<file path="config.mk">
export PLATFORM = sky130hd
export DESIGN_NAME = serial_subtractor_flat
export DESIGN_NICKNAME = d
export VERILOG_FILES = /design/src/rtl/serial_subtractor_pkg.sv /design/src/rtl/serial_subtractor_if.sv /design/src/rtl/serial_subtractor_full_adder.sv /design/src/rtl/serial_subtractor.sv /design/src/flat_wrapper.sv
export SDC_FILE = /design/constraint.sdc
export NUM_CORES = 1
export LEC_CHECK = 0
export CELL_PAD_IN_SITES_DETAIL_PLACEMENT = 1
export CELL_PAD_IN_SITES_GLOBAL_PLACEMENT = 2
export CORE_ASPECT_RATIO = 2
export CORE_MARGIN = 5
export CORE_UTILIZATION = 28
export CTS_CLUSTER_SIZE = 10
export DETAILED_ROUTE_END_ITERATION = 7
export GPL_TIMING_DRIVEN = 0
export HOLD_SLACK_MARGIN = 0.06
export PLACE_DENSITY = 0.72
export SLEW_MARGIN = 15
export SYNTH_ARGS = -nofsm -noshare
export SYNTH_HDL_FRONTEND = slang
export SYNTH_SLANG_ARGS = --single-unit
</file>
<file path="constraint.sdc">
create_clock -name clk -period 1.8 [get_ports clk]
set_input_delay 0.54 -clock clk [delete_from_list [all_inputs] [get_ports clk]]
set_output_delay 0.54 -clock clk [all_outputs]
set_load 0.02 [all_outputs]
</file>
<file path="src/rtl/serial_subtractor_pkg.sv">
// rtl/serial_subtractor_pkg.sv - shared constants and state encoding for the serial subtractor
package serial_subtractor_pkg;

    localparam int DATA_WIDTH = 32;

    typedef enum logic [1:0] {
        S_IDLE = 2'd0,
        S_RUN  = 2'd1,
        S_DONE = 2'd2
    } state_e;

endpackage

</file>
<file path="src/rtl/serial_subtractor_if.sv">
// rtl/serial_subtractor_if.sv - start/done handshake and result bundle for the serial subtractor
import serial_subtractor_pkg::*;

interface serial_subtractor_if #(
    parameter int WIDTH = DATA_WIDTH
);
    logic             start;
    logic [WIDTH-1:0] a;
    logic [WIDTH-1:0] b;
    logic             ready;
    logic             busy;
    logic             done;
    logic [WIDTH-1:0] diff;
    logic             borrow;
    logic             overflow;
    logic             zero;

    modport master (
        output start, a, b,
        input  ready, busy, done, diff, borrow, overflow, zero
    );

    modport slave (
        input  start, a, b,
        output ready, busy, done, diff, borrow, overflow, zero
    );
endinterface

</file>
<file path="src/rtl/serial_subtractor_full_adder.sv">
// rtl/serial_subtractor_full_adder.sv - one-bit full adder used as the serial bit slice
module full_adder (
    input  logic a,
    input  logic b,
    input  logic cin,
    output logic sum,
    output logic cout
);
    assign sum  = a ^ b ^ cin;
    assign cout = (a & b) | (cin & (a ^ b));
endmodule

</file>
<file path="src/rtl/serial_subtractor.sv">
// rtl/serial_subtractor.sv - bit-serial a - b (as a + ~b + 1), LSB first, with start/done handshake
module serial_subtractor
    import serial_subtractor_pkg::*;
#(
    parameter int WIDTH = DATA_WIDTH
) (
    input  logic                clk,
    input  logic                reset,
    serial_subtractor_if.slave  bus
);
    localparam int CNT_W = $clog2(WIDTH);
    localparam logic [CNT_W-1:0] CNT_LAST = CNT_W'(WIDTH - 1);
    localparam logic [CNT_W-1:0] CNT_PRE  = CNT_W'(WIDTH - 2);

    state_e           state_q,    state_d;
    logic [WIDTH-1:0] op_a_q,     op_a_d;
    logic [WIDTH-1:0] op_b_q,     op_b_d;
    logic [WIDTH-1:0] res_q,      res_d;
    logic             carry_q,    carry_d;
    logic             c_msb_in_q, c_msb_in_d;
    logic [CNT_W-1:0] cnt_q,      cnt_d;
    logic [WIDTH-1:0] diff_q,     diff_d;
    logic             borrow_q,   borrow_d;
    logic             overflow_q, overflow_d;
    logic             zero_q,     zero_d;
    logic             ready_q,    ready_d;
    logic             busy_q,     busy_d;
    logic             done_q,     done_d;

    logic             fa_sum;
    logic             fa_cout;
    logic [WIDTH-1:0] res_next;

    full_adder u_bit_slice (
        .a    (op_a_q[0]),
        .b    (op_b_q[0]),
        .cin  (carry_q),
        .sum  (fa_sum),
        .cout (fa_cout)
    );

    assign res_next = {fa_sum, res_q[WIDTH-1:1]};

    always_comb begin
        state_d    = state_q;
        op_a_d     = op_a_q;
        op_b_d     = op_b_q;
        res_d      = res_q;
        carry_d    = carry_q;
        c_msb_in_d = c_msb_in_q;
        cnt_d      = cnt_q;
        diff_d     = diff_q;
        borrow_d   = borrow_q;
        overflow_d = overflow_q;
        zero_d     = zero_q;

        case (state_q)
            S_IDLE, S_DONE: begin
                if (bus.start) begin
                    op_a_d  = bus.a;
                    op_b_d  = ~bus.b;
                    res_d   = '0;
                    carry_d = 1'b1;
                    cnt_d   = '0;
                    state_d = S_RUN;
                end else begin
                    state_d = S_IDLE;
                end
            end
            S_RUN: begin
                op_a_d  = {1'b0, op_a_q[WIDTH-1:1]};
                op_b_d  = {1'b0, op_b_q[WIDTH-1:1]};
                res_d   = res_next;
                carry_d = fa_cout;
                // Carry out of bit WIDTH-2 is the carry into the MSB, needed for signed overflow.
                if (cnt_q == CNT_PRE) begin
                    c_msb_in_d = fa_cout;
                end
                if (cnt_q == CNT_LAST) begin
                    diff_d     = res_next;
                    borrow_d   = ~fa_cout;
                    overflow_d = c_msb_in_q ^ fa_cout;
                    zero_d     = (res_next == '0);
                    cnt_d      = '0;
                    state_d    = S_DONE;
                end else begin
                    cnt_d = cnt_q + CNT_W'(1);
                end
            end
            default: state_d = S_IDLE;
        endcase

        ready_d = (state_d != S_RUN);
        busy_d  = (state_d == S_RUN);
        done_d  = (state_d == S_DONE);
    end

    always_ff @(posedge clk) begin
        if (reset) begin
            state_q    <= S_IDLE;
            op_a_q     <= '0;
            op_b_q     <= '0;
            res_q      <= '0;
            carry_q    <= 1'b0;
            c_msb_in_q <= 1'b0;
            cnt_q      <= '0;
            diff_q     <= '0;
            borrow_q   <= 1'b0;
            overflow_q <= 1'b0;
            zero_q     <= 1'b0;
            ready_q    <= 1'b1;
            busy_q     <= 1'b0;
            done_q     <= 1'b0;
        end else begin
            state_q    <= state_d;
            op_a_q     <= op_a_d;
            op_b_q     <= op_b_d;
            res_q      <= res_d;
            carry_q    <= carry_d;
            c_msb_in_q <= c_msb_in_d;
            cnt_q      <= cnt_d;
            diff_q     <= diff_d;
            borrow_q   <= borrow_d;
            overflow_q <= overflow_d;
            zero_q     <= zero_d;
            ready_q    <= ready_d;
            busy_q     <= busy_d;
            done_q     <= done_d;
        end
    end

    assign bus.ready    = ready_q;
    assign bus.busy     = busy_q;
    assign bus.done     = done_q;
    assign bus.diff     = diff_q;
    assign bus.borrow   = borrow_q;
    assign bus.overflow = overflow_q;
    assign bus.zero     = zero_q;

endmodule

</file>
<file path="src/flat_wrapper.sv">
// flat-port wrapper written by rule: the top's interface ports become plain ports
module serial_subtractor_flat import serial_subtractor_pkg::*;
#(
    parameter int WIDTH = DATA_WIDTH
)
  (clk, reset, bus_start, bus_a, bus_b, bus_ready, bus_busy, bus_done, bus_diff, bus_borrow, bus_overflow, bus_zero);
  serial_subtractor_if #(.WIDTH(WIDTH)) bus_i ();
  input  logic clk;
  input  logic reset;
  input wire logic [$bits(bus_i.start)-1:0] bus_start;
  input wire logic [$bits(bus_i.a)-1:0] bus_a;
  input wire logic [$bits(bus_i.b)-1:0] bus_b;
  output wire logic [$bits(bus_i.ready)-1:0] bus_ready;
  output wire logic [$bits(bus_i.busy)-1:0] bus_busy;
  output wire logic [$bits(bus_i.done)-1:0] bus_done;
  output wire logic [$bits(bus_i.diff)-1:0] bus_diff;
  output wire logic [$bits(bus_i.borrow)-1:0] bus_borrow;
  output wire logic [$bits(bus_i.overflow)-1:0] bus_overflow;
  output wire logic [$bits(bus_i.zero)-1:0] bus_zero;
  assign bus_i.start = bus_start;
  assign bus_i.a = bus_a;
  assign bus_i.b = bus_b;
  assign bus_ready = bus_i.ready;
  assign bus_busy = bus_i.busy;
  assign bus_done = bus_i.done;
  assign bus_diff = bus_i.diff;
  assign bus_borrow = bus_i.borrow;
  assign bus_overflow = bus_i.overflow;
  assign bus_zero = bus_i.zero;
  serial_subtractor #(.WIDTH(WIDTH)) u_core (.clk(clk), .reset(reset), .bus(bus_i));
endmodule
</file>
Yosys cells after proc, flatten, opt, wreduce, memory -nomap -nowiden
Cells that the tools add are included.
Widths: inputs -> output; s select.
- register bits after elaboration: 143
- bits of input ports: 67
- output and inout bits: 38
- word-level logic and storage cells: 52
- add/subtract/negate cells: 1
- equal/unequal tests: 8
- multiplexer cells: 14
- bitwise gates (word level): 8
- reduce and logical (&&, ||, !) cells: 7
- operator list (operator ; number):
    $pmux 32 s2 ; 3
    $mux 32 ; 3
    $logic_not 32->1 ; 1
    $not 32->32 ; 1
    $eq 5x5->1 const B ; 2
    $mux 5 ; 2
    $pmux 5 s2 ; 1
    $reduce_and 2->1 ; 3
    $add 5x1->5 const B ; 1
    $eq 2x1->1 const B ; 2
    $eq 2x2->1 const B ; 2
    $pmux 2 s2 ; 1
    $xor 1x1->1 ; 3
    $and 1x1->1 ; 2
    $logic_not 2->1 ; 1
    $mux 1 ; 2
    $mux 2 ; 1
    $ne 2x1->1 const B ; 1
    $ne 2x2->1 const B ; 1
    $pmux 1 s2 ; 1
    $reduce_bool 2->1 ; 1
    $reduce_or 2->1 ; 1
    $not 1->1 ; 1
    $or 1x1->1 ; 1

Longest topological paths before layout
- depth after elaboration: 4
- gate-level depth with buffers: 8

Modules after synthesis
Synthesis repeated with hierarchy kept, for this count alone.
- cell total of the unflattened synthesis: 606
- area total of the unflattened synthesis: 5298.8 µm²
- by module, submodules not included (module ; times used ; cells each ; area an instance (µm²) ; seq. area each (µm²)):
    serial_subtractor ; 1 ; 605 ; 5278.8 ; 2842.7
    full_adder ; 1 ; 1 ; 20.0 ; 0.0

Worst setup path before layout
No wires, ideal clock.
- path kind: register to register
- start: reg u_core.cnt_q[0]
- end: reg u_core.diff_q[10] (netlist: u_core.bus.diff[10])
- data arrival time: 1.648 ns
- required time: 1.683 ns
- path slack: 0.035 ns
- stages on the path, launching flop included: 9
- path buffers: 1
- cells stage by stage: dfxtp_1 ha_1 and3_1 ha_1 nand3b_1 or2_4 clkinv_4 buf_6 a22o_1
- word-level cells in the longest chain between the ends: 2
- RTL lines (element ; RTL line ; text):
    from (decl) ; serial_subtractor.sv:21 ; logic [CNT_W-1:0] cnt_q, cnt_d;
    from (signal assigned) ; serial_subtractor.sv:121 ; cnt_q <= cnt_d;
    $eq 5x5->1 ; serial_subtractor.sv:79 ; if (cnt_q == CNT_LAST) begin
    $reduce_and 2->1 (no line) ; - ;
    to (signal assigned) ; serial_subtractor.sv:122 ; diff_q <= diff_d;
    to (decl) ; serial_subtractor.sv:22 ; logic [WIDTH-1:0] diff_q, diff_d;
Every way passes these cells.
A chain may end at the register's enable or synchronous reset.

Final worst setup path
- start: reg u_core.cnt_q[0]
- end: reg u_core.diff_q[23] (netlist: u_core.bus.diff[23])
The elaborated chain is that of the path after synthesis.

==> flow_summary.yaml <==
placement:
  io_buffers: 103
  routabilityCongestion: 0.7783
  place_inst: 1014
  dp_hpwl_mm: 13.76
  placed_area_um2: 7073
setup_path:
  critPathMaxFanout: 10
  cp.arrival_ns: 2.11
  end_kind: "flop"
  worstSetupPathType: "reg -> reg"
  crit_start: "u_core.cnt_q[0]"
  startpoint_type: "flop"
  rr_startpoint: "u_core.cnt_q[0]"
  required_ns: 2.16
grt:
  grtUsageTotal: 0.1558
  overflow: 0
  grt_pass1_vias: 5822
  grt_max_degree: 17
  antenna_found_initial: 0
  grt_pass1_wl_mm: 29.35
logic_synthesis:
  ys.flop_type: "dfxtp_1"
  synth.distinct_cells: 40
  netlist_top_cells_area: "dfxtp_1 50%, nand2_1 8.3%, a21oi_1 6.0%"
  avgSynthCellArea_um2: 8.852
  syn_nets: 716
  synth_most_common_cell: "dfxtp_1"
  synth_largest_area_cell: "dfxtp_1"
  async_reset_ff_frac: 0
  synthCells: 645
  yosysSeqAreaShare: 0.4979
  netlist_top_cells_count: "142 x dfxtp_1, 126 x nand2_1, 68 x a21oi_1"
  synth_edf_count: 0
  synth_top_area_frac: 0.4979
  synth-seq-cells: 142
  synth_area_um2: 5709
  yosys_warnings: 0
cts:
  htree_num_levels: 4
  cts_buffers: 17
  cts_root_buf: "clkbuf_16"
  ctsHoldBuffers: 0
  clkSinkCount: 142
  clock_path_buffers: 2
  tritoncts: "yes"
  insertion_delay_ns: 0.43
  clkSlewWorstSetupHoldPaths_ns: 0.06
sta:
  slew_viol_final: 0
  post-route-period-util: 0.9710
  finalSetupViolations: 0
  tightestPinTransition_ns: 0.5186
  tns_ns: 0
  skew_ns: 0.01133
  hold_viol: 0
  max_freq_ghz: 0.5722
  hold_slack_ns: 0.4527
  slew_headroom: 0.6542
  period_minus_slack_ns: 1.748
routing:
  ant_nets: 0
  detail_route.wl_per_cell_um: 17.13
  drcViolationCount: 0
  wl_met1_mm: 6.698
  highest_layer: "met4"
  drt_wl_total_mm: 17.95
  dr.pass1.iters: 4
  vias: 5229
  drt_iter0_drc: 158
  wl_met3_um: 602
  routed-wl-met2_mm: 10.10
  drt-vias-per-instance: 4.990
floorplanning:
  io_pins: 105
  start_util: 0.2816
  die_x_um: 111.0
  dieArea_um2: 23520
  design.core.area_um2: 20280
  fp.dieH_um: 211.9
  num_rows: 74
worst_hold_path:
  hold_class: "reg -> reg"
  hold_start: "u_core.op_b_q[17]"
status:
  status: "finished clean"
layout:
  final_area_um2: 7669
  final_cells: 1048
  fin_util: 0.3782
  n_fill_cell: 2381
  final_nets: 840
  drive_gt1_frac: 0.1151
  area_delta_synth_final_pct: 34.32
  n_antenna_cell: 0
power_and_ir_drop:
  peakVddDrop_v: 0.0004744
  p_leak_uw: 0.002918
  cellPowerDensity_nw_per_um2: 1015
flow_run:
  cap_viol_max_count: 0
[placed cells by master, fill, tap and decap left out, types with 12 or more instances in the layout]
cell type / netlist / layout
dfxtp_1: 142 / 140
nand2_1: 126 / 126
a21oi_1: 68 / 68
clkdlybuf4s50_1: 0 / 64
dlygate4sd2_1: 0 / 39
nand3_1: 38 / 38
nor2_1: 34 / 34
nand3b_1: 33 / 33
buf_2: 33 / 31
a22o_1: 31 / 31
a311oi_1: 31 / 31
o211ai_1: 30 / 30
clkbuf_1: 17 / 18
clkbuf_16: 0 / 17
buf_4: 8 / 12
[path summary, 6_finish.rpt]
kind / to / slack, ns / cells after the start
max reg2reg: u_core.bus.diff[23] / 0.05 / 8
min reg2reg: u_core.op_b_q[16] / 0.45 / 2
max: u_core.bus.diff[23] / 0.05 / 8
min: u_core.op_b_q[16] / 0.45 / 2
[routing by layer]
metal	global-route usage	vias to the layer above
met1	0.1511	2552
met4	0.07143	0
li1	-	2545
met3	0.03547	30
met5	0	-
met2	0.3068	102
[final cells by class]
| type | instances | area (µm²) | area share |
|---|---|---|---|
| Buffer | 62 | 339.1 | 0.04422 |
| Clock buffer | 20 | 456.7 | 0.05955 |
| Clock inverter | 12 | 137.6 | 0.01795 |
| Inverter | 6 | 27.53 | 0.003589 |
| Multi-Input combinational cell | 435 | 2527 | 0.3296 |
| Sequential cell | 142 | 2850 | 0.3717 |
| Tap cell | 266 | 332.8 | 0.04340 |
| Timing Repair Buffer | 105 | 997.2 | 0.1300 |
[stage by stage]
stage | setup slack [ns] | power, µW
finish | 0.05225 | 7784
global route | -0.005654 | 8107
CTS | -0.002831 | 7896
detailed placement | -0.5210 | 4324
global placement | -0.4881 | 4291
floorplan | 0.03530 | 3944
[cell families (layout without fill, tap and decap cells)]
| logic type | count (synthesis) | after routing | synth area share |
|---|---|---|---|
| buffers and inverters | 68 | 205 | 0.06333 |
| XOR/XNOR | 2 | 2 | 0.003069 |
| AO/OA/AOI/OAI | 172 | 172 | 0.2124 |
| AND/OR/NAND/NOR | 256 | 256 | 0.2115 |
| flip-flops | 142 | 142 | 0.4979 |
| adder cells (fa/ha/maj) | 4 | 4 | 0.01008 |
| multiplexers | 1 | 1 | 0.001753 |
[worst max-delay path: stages (launching register included)]
cell and delay (ns):
dfxtp_4 0.37, ha_2 0.18, and3_4 0.20, ha_4 0.17, nand3b_1 0.11, or2_4 0.30, clkinv_4 0.08, buf_6 0.15
a22o_1 0.14
[flip-flops by register name (all words and copies together), names as in the netlist]
signal               cells
u_core.carry_q           1
u_core.state_q           2
u_core.bus.ready         1
u_core.res_q            31
u_core.op_a_q           32
u_core.bus.borrow        1
u_core.bus.overflow      1
u_core.op_b_q           32
u_core.cnt_q             5
u_core.bus.done          1
u_core.bus.busy          1
u_core.bus.zero          1
u_core.bus.diff         32
u_core.c_msb_in_q        1
[power by group]
group          total [µW]  internal (µW)  leakage (µW)  switching (µW)
combinational         868            384       0.00148             484
sequential           3370           3290       0.00116            81.8
clock                3540           2120      0.000275            1420
total                7780           5790       0.00292            1990
[timing repair]
item,in CTS,in global routing
pin swaps,0,1
setup endpoints to repair,94,31
gates resized for setup,44,6
buffers inserted,1,1
Note: power is estimated with default switching activity, not from simulation.
